### src/rtl/alu_flag_unit.sv
// alu_flag_unit: registered per-lane carry/zero/sign/overflow flags for
// full-width or packed-lane ALU operations. The result is held in a one-entry
// valid/ready output stage, with sticky carry/overflow accumulators per lane.
module alu_flag_unit #(
  parameter int unsigned WIDTH = 128,
  parameter int unsigned LANES = 4
) (
  input  logic               clk,
  input  logic               rst_n,
  input  logic               in_valid,
  output logic               in_ready,
  input  logic [2:0]         opsel,
  input  logic               mode,
  input  logic [WIDTH-1:0]   op1,
  input  logic [WIDTH-1:0]   op2,
  input  logic [WIDTH-1:0]   result,
  input  logic [LANES-1:0]   cout,
  output logic               out_valid,
  input  logic               out_ready,
  output logic [LANES-1:0]   c_flag,
  output logic [LANES-1:0]   z_flag,
  output logic [LANES-1:0]   o_flag,
  output logic [LANES-1:0]   s_flag,
  output logic [LANES-1:0]   sticky_c,
  output logic [LANES-1:0]   sticky_o,
  input  logic               sticky_clr
);

  localparam int unsigned LW = WIDTH / LANES;

  typedef enum logic [2:0] {
    OP_ADD  = 3'b000,
    OP_SUB  = 3'b001,
    OP_AND  = 3'b010,
    OP_OR   = 3'b011,
    OP_XOR  = 3'b100,
    OP_SHL1 = 3'b101,
    OP_SHR1 = 3'b110,
    OP_CMP  = 3'b111
  } op_e;

  // Flags of one lane, packed as {c, z, s, o}.
  function automatic logic [3:0] lane_flags(
    input logic [2:0] op,
    input logic       a_msb,
    input logic       b_msb,
    input logic       r_msb,
    input logic       a_lsb,
    input logic       r_zero,
    input logic       carry
  );
    logic c;
    logic o;
    c = 1'b0;
    o = 1'b0;
    case (op_e'(op))
      OP_ADD: begin
        c = carry;
        o = (a_msb == b_msb) & (r_msb != a_msb);
      end
      OP_SUB, OP_CMP: begin
        c = ~carry;
        o = (a_msb != b_msb) & (r_msb != a_msb);
      end
      OP_SHL1: c = a_msb;
      OP_SHR1: c = a_lsb;
      default: begin
        c = 1'b0;
        o = 1'b0;
      end
    endcase
    return {c, r_zero, r_msb, o};
  endfunction

  logic             xfer_in;
  logic [LANES-1:0] pk_c, pk_z, pk_s, pk_o;
  logic             f_c, f_z, f_s, f_o;
  logic [LANES-1:0] new_c, new_z, new_s, new_o;

  assign in_ready = !out_valid | out_ready;
  assign xfer_in  = in_valid & in_ready;

  // Packed-lane flags, one evaluator per lane slice.
  for (genvar g = 0; g < LANES; g++) begin : g_lane
    localparam int unsigned LO = g * LW;
    localparam int unsigned HI = g * LW + LW - 1;
    assign {pk_c[g], pk_z[g], pk_s[g], pk_o[g]} =
      lane_flags(opsel, op1[HI], op2[HI], result[HI], op1[LO],
                 (result[HI:LO] == '0), cout[g]);
  end

  // Full-width flags: the whole datapath is a single lane.
  assign {f_c, f_z, f_s, f_o} =
    lane_flags(opsel, op1[WIDTH-1], op2[WIDTH-1], result[WIDTH-1], op1[0],
               (result == '0), cout[LANES-1]);

  // Select packed or full flags; full mode reports only in bit 0.
  always_comb begin
    new_c = '0;
    new_z = '0;
    new_s = '0;
    new_o = '0;
    if (mode) begin
      new_c = pk_c;
      new_z = pk_z;
      new_s = pk_s;
      new_o = pk_o;
    end else begin
      new_c[0] = f_c;
      new_z[0] = f_z;
      new_s[0] = f_s;
      new_o[0] = f_o;
    end
  end

  // One-entry output stage: load on accept, drain on downstream ready.
  always_ff @(posedge clk or negedge rst_n) begin
    if (!rst_n) begin
      out_valid <= 1'b0;
      c_flag    <= '0;
      z_flag    <= '0;
      s_flag    <= '0;
      o_flag    <= '0;
    end else if (xfer_in) begin
      out_valid <= 1'b1;
      c_flag    <= new_c;
      z_flag    <= new_z;
      s_flag    <= new_s;
      o_flag    <= new_o;
    end else if (out_ready) begin
      out_valid <= 1'b0;
    end
  end

  // Sticky accumulators; flags of a coincident accept survive a clear.
  always_ff @(posedge clk or negedge rst_n) begin
    if (!rst_n) begin
      sticky_c <= '0;
      sticky_o <= '0;
    end else begin
      sticky_c <= (sticky_clr ? '0 : sticky_c) | (xfer_in ? new_c : '0);
      sticky_o <= (sticky_clr ? '0 : sticky_o) | (xfer_in ? new_o : '0);
    end
  end

endmodule
### config.mk
export PLATFORM = sky130hd
export DESIGN_NAME = alu_flag_unit
export DESIGN_NICKNAME = d
export VERILOG_FILES = /design/src/rtl/alu_flag_unit.sv
export SDC_FILE = /design/constraint.sdc
export NUM_CORES = 1
export LEC_CHECK = 0
export CAP_MARGIN = 20
export CORE_AREA = 2 2 164 166
export DETAILED_ROUTE_END_ITERATION = 8
export DIE_AREA = 0 0 166 168
export PLACE_DENSITY = 0.45
export SLEW_MARGIN = 20
export SYNTH_ARGS = -nofsm -noshare
export SYNTH_HDL_FRONTEND = slang
export SYNTH_SLANG_ARGS = --single-unit
### constraint.sdc
create_clock -name clk -period 1.4 [get_ports clk]
set_clock_uncertainty 0.05 [all_clocks]
set_input_delay 0.42 -clock clk [delete_from_list [all_inputs] [get_ports clk]]
set_output_delay 0.42 -clock clk [all_outputs]
set_load 0.005 [all_outputs]
**Word-level counts from Yosys, hierarchy flattened**

Index checks and enable logic that the tools add are counted.

- Register bits after elaboration: 25
- Bits in writable memories: 0
- Bits in read-only memories: 0
- Memories: 0
- Bits in latches: 0
- Logic and storage cells: 71

- Divide/modulo/power cells: 0
- Shifts and indexed selects: 0
- Magnitude comparators: 0
- Bitwise logic cells: 16
- Mux-type cells: 23
- Reductions and logical operators: 9
- Multiply operators: 0
- Equality and inequality tests: 16
- Add/subtract/negate cells: 0

Operator list:

| operator | count |
|---|---|
| 128-bit logical NOT | 1 |
| 32-bit logical NOT | 4 |
| 1-bit case mux with 4 select lines | 5 |
| 4-bit 2-to-1 mux | 4 |
| 3-bit 2-to-1 mux | 4 |
| 1-bit AND | 9 |
| 3-bit == test, second input constant | 3 |
| 1-bit != test | 8 |
| 4-bit OR | 2 |
| 1-bit case mux with 2 select lines | 4 |
| 1-bit 2-to-1 mux | 6 |
| 1-bit == test | 4 |
| 1-bit inverter | 4 |
| 3-bit by 1-bit == test with 1-bit output, second input constant | 1 |
| 3-bit logical NOT | 1 |
| 2-bit nonzero test | 1 |
| 2-bit OR reduction | 1 |
| 1-bit logical NOT | 1 |
| 1-bit OR | 1 |

**Depth between registers and ports, before layout**

- Depth after elaboration: 6
- Depth in mapped cells: 6
- Gate-level depth less buffers: 5

**Worst setup path after synthesis**

Ideal clock, no wire load.

- Kind: input port to flip-flop
- Start: input opsel[1]
- End: register sticky_o[0]
- Stages on the path: 6
- Data required time: 1,275 ps
- Arrival time: 1,435 ps
- Library setup time: 75 ps
- Setup slack: -160 ps
- Cells stage by stage: buf_6 > or2_4 > a21boi_4 > a22oi_2 > mux2_4 > o2bb2ai_2

- Cells in the longest elaborated chain, start to end: 6
- Elaborated cells on any way between the ends: 9

RTL lines:

| what | line | RTL |
|---|---|---|
| start, declared | 12 | `input logic [2:0] opsel,` |
| 3-bit by 1-bit == test with 1-bit output / 3-bit == test (equally long branches) | 56 | `case (op_e'(op))` |
| 2-bit OR reduction | 56 |  |
| 1-bit case mux with 2 select lines | 56 |  |
| 1-bit 2-to-1 mux * | 103 | `if (mode) begin` |
| 4-bit 2-to-1 mux * | 142 | `sticky_o <= (sticky_clr ? '0 : sticky_o) \| (xfer_in ? new_o : '0);` |
| 4-bit OR * | 142 |  |
| end signal, assigned | 142 |  |
| end, declared | 25 | `output logic [LANES-1:0] sticky_o,` |

Every way passes the cells marked *; elsewhere a longest branch is shown, timed or not.
A chain may end at the register's enable or synchronous reset.

**Worst setup path after layout**

- Start: register out_valid
- End: register z_flag[0]

- Cells in the longest elaborated chain, start to end: 3

RTL lines:

| what | line | RTL |
|---|---|---|
| start, declared | 18 | `output logic out_valid,` |
| start signal, assigned | 119 | `out_valid <= 1'b0;` |
| start signal, assigned | 125 | `out_valid <= 1'b1;` |
| start signal, assigned | 131 | `out_valid <= 1'b0;` |
| 1-bit logical NOT | 80 | `assign in_ready = !out_valid \| out_ready;` |
| 1-bit OR | 80 |  |
| 1-bit AND | 81 | `assign xfer_in = in_valid & in_ready;` |
| end signal, assigned | 127 | `z_flag <= new_z;` |
| end, declared | 21 | `output logic [LANES-1:0] z_flag,` |

Every way passes these cells.

==> impl_metrics.toml <==
[job]
cap_violations = 0

[route]
drt-initial-drc-count = 32
drtPass1Iterations = 3
wl_per_cell_um = 13.29
via_count = 2463
ant_nets = 0
wirelength_mm = 10.22
route.detailed.drc = 0
via_per_inst = 3.203

[timing]
slew_headroom_pct = 79.61
period_share_pct = 105.8
clock.fmax_mhz = 674.9
hold_viol_final = 0
hold_ws_ns = 0.4366
slew_viol_final = 0
worst_pin_slew_ns = 0.3058
layout_setup_ws_ns = -0.08173
min_period_ns = 1.482
rsz0062_at_grt = "yes"
setup_viol = 5

[finish]
drive_above_1_share_pct = 35.13
fin_area_sq_mm = 0.004612
syn_to_final_growth_pct = 172.6
nets = 825
fillers = 2950

[placement]
portBuffers = 178
dp_hpwl_mm = 8.674
dpl_cell_area_sq_mm = 0.004240
place.gp.congestion = 0.7162

[die]
die_area_sq_mm = 0.02789
io_pins = 423
core-area_sq_mm = 0.02635
core.rowCount = 60
die_h_um = 168
die_x_um = 166
start_util_pct = 6.420

[synthesis]
yosysSeqAreaShare_pct = 36.98
yosys_warnings = 0
syn_inst = 191
netlist_area_sq_mm = 0.001692
ys_ff_latch = 25
async_flop_share_pct = 100.0
synth.net_count = 588
syn_area_per_cell_sq_um = 8.857
synth_edf_count = 0
synth.distinct_cells = 36
ys.flop_type = "dfrtp_1"

[power]
power.total_uw = 2332
peakVddDrop_mv = 0.5170
power.leakage_uw = 0.002077
powerDensity_mw_per_mm2 = 505.6

[global_routing]
grt_pass1_wl_mm = 14.96
track_usage_pct = 7.124
first_global_vias = 2692
grt_max_degree = 26
antenna_found_initial = 6
grt_overflow_total = 0

[worst_setup_path]
cp_slowest_cell = "or4_4"
critPathLaunchType = "flop"
cp_num_cells = 5
required_ns = 1.55
cp.arrival_ns = 1.63
max_stage_delay_ns = 0.55
r2r_cells = 5
endpoint_kind = "flop"
worstPathCellList = "buf_6, nand2b_4, nand2_4, or4_4, o21ai_2"
worstSetupPathType = "flop to flop"
path_max_fanout = 4
crit_family = "simple AND/OR/NAND/NOR gates"
path_buf_inv = 1

[clock_tree]
clk_latency_ns = 0.26
cts_buffers = 3
clkSlewWorstSetupHoldPaths_ns = 0.07
clockRootBuffer = "clkbuf_16"
clockBufferDepth = 2
tritoncts = "built"
cts_sinks = 25
ctsHtreeMaxLevel = 1

[status]
status = "finished, violations left"
violations = "negative setup slack"

[min_path]
hold-path-cell-count = 2
min_path_type = "flop to flop"
layout by cell type (no fill, tap or decap), drive strengths merged, types with 12 or more instances in the layout:
cell type | synthesis | layout
nor4 | 33 | 33
nand2b | 12 | 12
buf | 4 | 78
nand2 | 24 | 24
clkdlybuf4s15 | 0 | 59
dfrtp | 25 | 25
dlygate4sd2 | 0 | 77
clkbuf | 2 | 18
o21ai | 16 | 16
cell families after synthesis:
kind of cell           synth area share, %
AND/OR/NAND/NOR                      33.88
AO/OA/AOI/OAI                        17.53
flip-flops                           36.98
multiplexers                         6.805
buffers and inverters                3.254
XOR/XNOR                             1.554
worst paths after layout:
kind,from,to,slack [ns]
hold reg to reg,s_flag[2]$_DFFE_PN0P_,s_flag[2]$_DFFE_PN0P_,0.44
min in group asynchronous,rst_n,c_flag[2]$_DFFE_PN0P_,0.48
setup / recovery,out_valid$_DFFE_PN0P_,z_flag[0]$_DFFE_PN0P_,-0.08
hold / removal,s_flag[2]$_DFFE_PN0P_,s_flag[2]$_DFFE_PN0P_,0.44
setup reg to reg,out_valid$_DFFE_PN0P_,z_flag[0]$_DFFE_PN0P_,-0.08
max in group asynchronous,rst_n,o_flag[3]$_DFFE_PN0P_,0.66
cell usage after synthesis, types with 2 or more instances:
library cell   n  area share [%]
nor4_1        32              12
dfrtp_1       25              37
nand2_1       24             5.3
o21ai_0       14             4.1
nand2b_1      12             4.4
mux2i_1       10             5.9
nor2b_1       10             3.7
nor2_1         9             2.0
nand4_1        7             2.6
a21o_1         6             2.7
inv_1          4            0.89
a21boi_0       3             1.3
a22o_1         3             1.6
a22oi_1        3             1.3
xnor2_1        3             1.6
a221oi_1       2             1.0
buf_2          2            0.59
buf_6          2             1.3
clkbuf_1       2            0.44
o32ai_1        2             1.0
stage by stage:
stage | std cells | utilization [%] | worst slack, ns | setup TNS [ns]
6_report | 769 | 17.50 | -0.08173 | -0.2081
2_1_floorplan | 191 | - | -0.1583 | -0.6022
5_1_grt | 769 | 17.50 | -0.1499 | -0.7245
4_1_cts | 765 | 16.98 | -0.1023 | -0.2576
3_5_place_dp | 748 | 16.09 | -0.8232 | -17.23
3_3_place_gp | 748 | 16.09 | -0.8025 | -16.42
routing by layer:
metal | vias to the layer above | share of wire (%) | GRT usage [%]
li1 | 1204 | - | -
met1 | 1126 | 39 | 8.002
met2 | 115 | 49 | 12.30
met3 | 10 | 11 | 3.338
met4 | 8 | 0.93 | 1.588
met5 | - | 0.42 | 0
cell type report:
cell class | instances | area, sq um | share of cell area, %
timing repair buffer | 238 | 2115 | 45.85
multi-input combinational | 156 | 1349 | 29.25
sequential | 25 | 625.6 | 13.56
tap | 341 | 426.7 | 9.251
clock buffer | 4 | 78.83 | 1.709
inverter | 4 | 15.01 | 0.3256
antenna | 1 | 2.502 | 0.05426
registers in the layout, indices dropped and copies added (netlist names):
name,cells
c_flag,4
sticky_c,4
out_valid,1
z_flag,4
sticky_o,4
o_flag,4
s_flag,4
worst min-delay path, delay by kind of cell (launching register included):
| kind | cells | cell delay, ns |
|---|---|---|
| flops | 1 | 0.35 |
| compound gates | 1 | 0.06 |
| simple gates | 1 | 0.05 |
timing repair:
action,CTS,global route
hold buffers,0,0
gates resized for setup,314,86
setup buffers,17,4
pin swaps,68,51
endpoints found under the hold margin,0,0
setup endpoints to repair,50,28
power by group:
group          total, uW  leakage (uW)  switching, uW  internal [uW]
clock network        657     0.0000382            267            390
logic                885       0.00170            349            537
registers            790      0.000337           25.8            764
total               2330       0.00208            641           1690
Power figures use the tool's default switching activity.
